**src/rtl/scan_select_sequencer.sv**
```systemverilog
// Channel-index sequencer feeding the 3-to-8 one-hot decoder.
// Walks the enabled channels in ascending order and holds each one for dwell+1 cycles.
module scan_select_sequencer #(
    parameter int unsigned DWELL_W = 8
) (
    input  logic               clk,
    input  logic               rst_n,
    input  logic               start,
    input  logic               stop,
    input  logic               mode_cont,
    input  logic [7:0]         chan_mask,
    input  logic [DWELL_W-1:0] dwell,
    output logic [2:0]         sel,
    output logic               sel_valid,
    output logic               chan_adv,
    output logic               pass_done,
    output logic               busy
);

    typedef enum logic {StIdle, StScan} state_e;

    localparam logic [DWELL_W-1:0] CntZero = '0;
    localparam logic [DWELL_W-1:0] CntOne  = DWELL_W'(1);

    state_e             state_q, state_d;
    logic [2:0]         sel_q, sel_d;
    logic               sel_valid_q, sel_valid_d;
    logic               chan_adv_q, chan_adv_d;
    logic               pass_done_q, pass_done_d;
    logic               busy_q, busy_d;
    logic [DWELL_W-1:0] cnt_q, cnt_d;
    logic [DWELL_W-1:0] dwell_q, dwell_d;
    logic [7:0]         mask_q, mask_d;
    logic               mode_q, mode_d;

    // Lowest set bit of m; callers only rely on the result when m != 0.
    function automatic logic [2:0] lowest_idx(input logic [7:0] m);
        logic [2:0] idx;
        idx = 3'd0;
        for (int i = 7; i >= 0; i--) begin
            if (m[i]) idx = 3'(i);
        end
        return idx;
    endfunction

    // Enabled channels strictly above cur; the 8-bit shift drops to zero for cur=7.
    function automatic logic [7:0] above(input logic [7:0] m, input logic [2:0] cur);
        logic [7:0] at_or_below;
        at_or_below = (8'd2 << cur) - 8'd1;
        return m & ~at_or_below;
    endfunction

    logic [7:0] higher_q;
    assign higher_q = above(mask_q, sel_q);

    always_comb begin
        state_d     = state_q;
        sel_d       = sel_q;
        cnt_d       = cnt_q;
        dwell_d     = dwell_q;
        mask_d      = mask_q;
        mode_d      = mode_q;
        chan_adv_d  = 1'b0;

        unique case (state_q)
            StIdle: begin
                if (start && !stop && (chan_mask != 8'h00)) begin
                    mask_d     = chan_mask;
                    dwell_d    = dwell;
                    mode_d     = mode_cont;
                    sel_d      = lowest_idx(chan_mask);
                    cnt_d      = CntZero;
                    chan_adv_d = 1'b1;
                    state_d    = StScan;
                end
            end
            StScan: begin
                if (stop) begin
                    state_d = StIdle;
                    cnt_d   = CntZero;
                end else if (cnt_q == dwell_q) begin
                    cnt_d = CntZero;
                    if (higher_q != 8'h00) begin
                        sel_d      = lowest_idx(higher_q);
                        chan_adv_d = 1'b1;
                    end else if (mode_q) begin
                        sel_d      = lowest_idx(mask_q);
                        chan_adv_d = 1'b1;
                    end else begin
                        state_d = StIdle;
                    end
                end else begin
                    cnt_d = cnt_q + CntOne;
                end
            end
            default: begin
                state_d = StIdle;
            end
        endcase

        sel_valid_d = (state_d == StScan);
        busy_d      = (state_d == StScan);
        // Registered one cycle ahead: flags the final hold cycle of the last enabled channel.
        pass_done_d = (state_d == StScan) && (cnt_d == dwell_d)
                      && (above(mask_d, sel_d) == 8'h00);
    end

    always_ff @(posedge clk or negedge rst_n) begin
        if (!rst_n) begin
            state_q     <= StIdle;
            sel_q       <= 3'd0;
            sel_valid_q <= 1'b0;
            chan_adv_q  <= 1'b0;
            pass_done_q <= 1'b0;
            busy_q      <= 1'b0;
            cnt_q       <= CntZero;
            dwell_q     <= CntZero;
            mask_q      <= 8'h00;
            mode_q      <= 1'b0;
        end else begin
            state_q     <= state_d;
            sel_q       <= sel_d;
            sel_valid_q <= sel_valid_d;
            chan_adv_q  <= chan_adv_d;
            pass_done_q <= pass_done_d;
            busy_q      <= busy_d;
            cnt_q       <= cnt_d;
            dwell_q     <= dwell_d;
            mask_q      <= mask_d;
            mode_q      <= mode_d;
        end
    end

    assign sel       = sel_q;
    assign sel_valid = sel_valid_q;
    assign chan_adv  = chan_adv_q;
    assign pass_done = pass_done_q;
    assign busy      = busy_q;

endmodule

```
**config.mk**
```make
export PLATFORM = sky130hd
export DESIGN_NAME = scan_select_sequencer
export DESIGN_NICKNAME = d
export VERILOG_FILES = /design/src/rtl/scan_select_sequencer.sv
export SDC_FILE = /design/constraint.sdc
export NUM_CORES = 1
export LEC_CHECK = 0
export CORE_ASPECT_RATIO = 1.75
export CORE_UTILIZATION = 55
export CTS_BUF_LIST = sky130_fd_sc_hd__clkbuf_8
export DETAILED_ROUTE_END_ITERATION = 10
export PLACE_DENSITY = 0.85
export SLEW_MARGIN = 40
export SYNTH_ARGS = -nofsm -noshare
export SYNTH_HDL_FRONTEND = slang
export SYNTH_SLANG_ARGS = --single-unit
```
**constraint.sdc**
```tcl
create_clock -name clk -period 10.9 [get_ports clk]
set_input_delay 2.725 -clock clk [delete_from_list [all_inputs] [get_ports clk]]
set_output_delay 2.725 -clock clk [all_outputs]
set_load 0.05 [all_outputs]
```
==> run metrics <==
Clk pwr share=0.196; VDD IR max=0.123 mV; n_diodes=0; hold_buf cts=0; Placed Cells=305; Max-cap violations=0; die width=50.7 um; synthesized area per cell=9.57 um^2; Initial Util=0.584; Unique masters post-synth=65; top_reg_cell synth=dfrtp_1; worst path required time=11,090 ps; IO buf count=27; Leak=1.08 nW; vias=1,971; WS Path Type=in -> reg; 1st-iter DRT viols=75; TritonCTS clock tree=yes; Placement Setup Slack=4720 ps; RSZ-0062 raised after global routing=no; vias in the first global route=2,044; share of cells above drive strength 1=0.155; Sw Share=0.400; Seq cells post-synth=31; Worst Hold Class=reg -> reg; final core occ=0.677; Root Driver=clkbuf_8; Longest Clk Path Bufs=2; post-route ant nets=0; H-tree Lvls=2; Final nets=288; Routed WL=5.57 mm; Worst-path clk slew=60 ps; minimum clock period=5930 ps; clock skew=4.04 ps; power per cell area=174 mW/mm^2; Critical Path Fanout Max=26; largest net degree at the start of global routing=32; DRT Pass-1 Iters=4; Logic pwr share=0.432; dpl hpwl=4.12 mm; Final GP Congestion=0.923; part of the cycle the worst path needs=0.544; critical path's largest stage delay=520 ps; initial antenna violation count=0; largest cells by area after synthesis=dfrtp_1, mux2_2, xnor2_1, xor2_1, nand2_1; Top Ports=28; count leader, synth=dfrtp_1; Netlist Area Pre-Place=0.00228 mm^2; routed len/inst=17.9 um; Non-Filler Instances=312; synthesis-to-finish area growth=16.0%; final hold violation count=0; Slew Viols, Final=0; ys async rst share=1.00; status=finished clean; Die H=87.1 um; Post-synth top cells=dfrtp_1, nand2_1, nor2_1, o21ai_0; CP top delay family=simple AND/OR/NAND/NOR gates; post-synth top area cell=dfrtp_1; setup violators final=0; EDFF count, synth=0; CP startpoint kind=input port; Ys Warns=0; Post-CTS Setup Repair Bufs=0; aggregate global routing overflow=0; Sw Pwr=0.184 mW; Crit path arrival time=6120 ps; total CTS buffers=5; setup TNS=0 ps; CORE AREA=0.00390 mm^2; global-route wire length before repair=9.45 mm; Synth top area share=0.340; Bufs and invs on worst path=3; CP dominant cell by count=nor2_1; Clock Latency Late Sink=280 ps; Rows=30; CP cell instances=clkdlybuf4s50_1 > nor4_4 > a211oi_4 > buf_4 > nor2_1 > a21oi_1 > a32o_2 > nor2_1 > nand2b_1 > ha_1 > inv_1 > nand3_1 > mux4_2 > and4_1 > a211oi_2; post-synthesis sequential area ratio=0.340; post-route worst setup slack=4970 ps; slew margin rel.=0.501; die area=0.00441 mm^2; post-CTS sizing=0; maximum clock rate=0.169 GHz; CP endpoint kind=flip-flop; gr usage total=0.289; cell count after synthesis=238; Pint=0.277 mW; CTS Sinks=31; via-per-instance ratio=6.32; Post-route DRC=0; Net Count, Synth=262; critical path's slowest cell=nor4_4; actual slew at the worst max-slew pin=730 ps; sequential power share=0.372
-- cell usage in the layout, fill, tap and decap left out, types with 3 or more instances in the layout --
cell type / n
nand3_1: 7
clkbuf_8: 6
inv_1: 10
xnor2_1: 10
o21ai_1: 4
nand2b_1: 5
mux2_4: 3
mux2_1: 3
dfrtp_1: 31
nand4_1: 6
nor3_1: 6
ha_1: 3
mux2i_1: 3
nor3b_1: 4
a21oi_1: 10
clkdlybuf4s50_1: 27
xor2_1: 9
o21ai_0: 12
nand2_1: 19
a211o_1: 3
nor2_1: 17
a31oi_1: 4
mux2_2: 8
-- final timing paths --
path,end,slack [ps],from,depth (start not counted)
min in group asynchronous,dwell_q[3],2840,rst_n,2
setup / recovery,pass_done,4970,chan_mask[7],15
max in group asynchronous,dwell_q[2],7770,rst_n,2
hold / removal,dwell_q[6],560,dwell_q[6],1
hold reg to reg,dwell_q[6],560,dwell_q[6],1
setup reg to reg,pass_done,6590,sel[1],15
-- registers in the layout, indices dropped and copies added, names as in the netlist --
signal / flops
dwell_q: 8
mode_q: 1
busy: 1
sel: 3
pass_done: 1
mask_q: 8
chan_adv: 1
cnt_q: 8
-- final cells by class --
cell class | count | area [um^2]
Clock inverter | 1 | 5.00
Inverter | 11 | 41.3
Timing Repair Buffer | 29 | 285
Fill cell | 314 | 1260
Sequential cell | 31 | 776
Multi-Input combinational cell | 186 | 1390
Clock buffer | 6 | 82.6
Tap cell | 48 | 60.1
-- metal layers --
| layer | track usage | share of wire | vias to the layer above |
|---|---|---|---|
| li1 | - | - | 918 |
| met1 | 0.303 | 0.36 | 963 |
| met2 | 0.537 | 0.57 | 71 |
| met3 | 0.0419 | 0.032 | 19 |
| met4 | 0.154 | 0.038 | 0 |
| met5 | 0 | 0 | - |
-- metrics by stage --
stage / hold WS (ps) / area (um^2) / total power [mW]
global route: 578 / 2640 / 0.489
floorplan: 499 / 2280 / 0.320
finish: 556 / 2640 / 0.461
global placement: 540 / 2550 / 0.363
CTS: 562 / 2640 / 0.461
detailed placement: 547 / 2550 / 0.369
-- logic make-up (layout without fill, tap and decap cells) --
kind of cell,after synthesis,after routing,synth area share
buf+inv,21,47,0.0483
flops,31,31,0.340
mux,18,18,0.0972
simple gates,85,85,0.221
fa+ha+maj,3,3,0.0165
xor+xnor,20,20,0.0802
compound gates,60,60,0.197
-- power by group through the flow --
stage,clock network [mW],registers (mW),logic [mW]
global route,0.0963,0.175,0.218
floorplan,0,0.168,0.152
detailed placement,0,0.172,0.197
finish,0.0902,0.172,0.199
CTS,0.0924,0.171,0.198
global placement,0,0.171,0.192
Note: power is estimated with default switching activity, not from simulation.
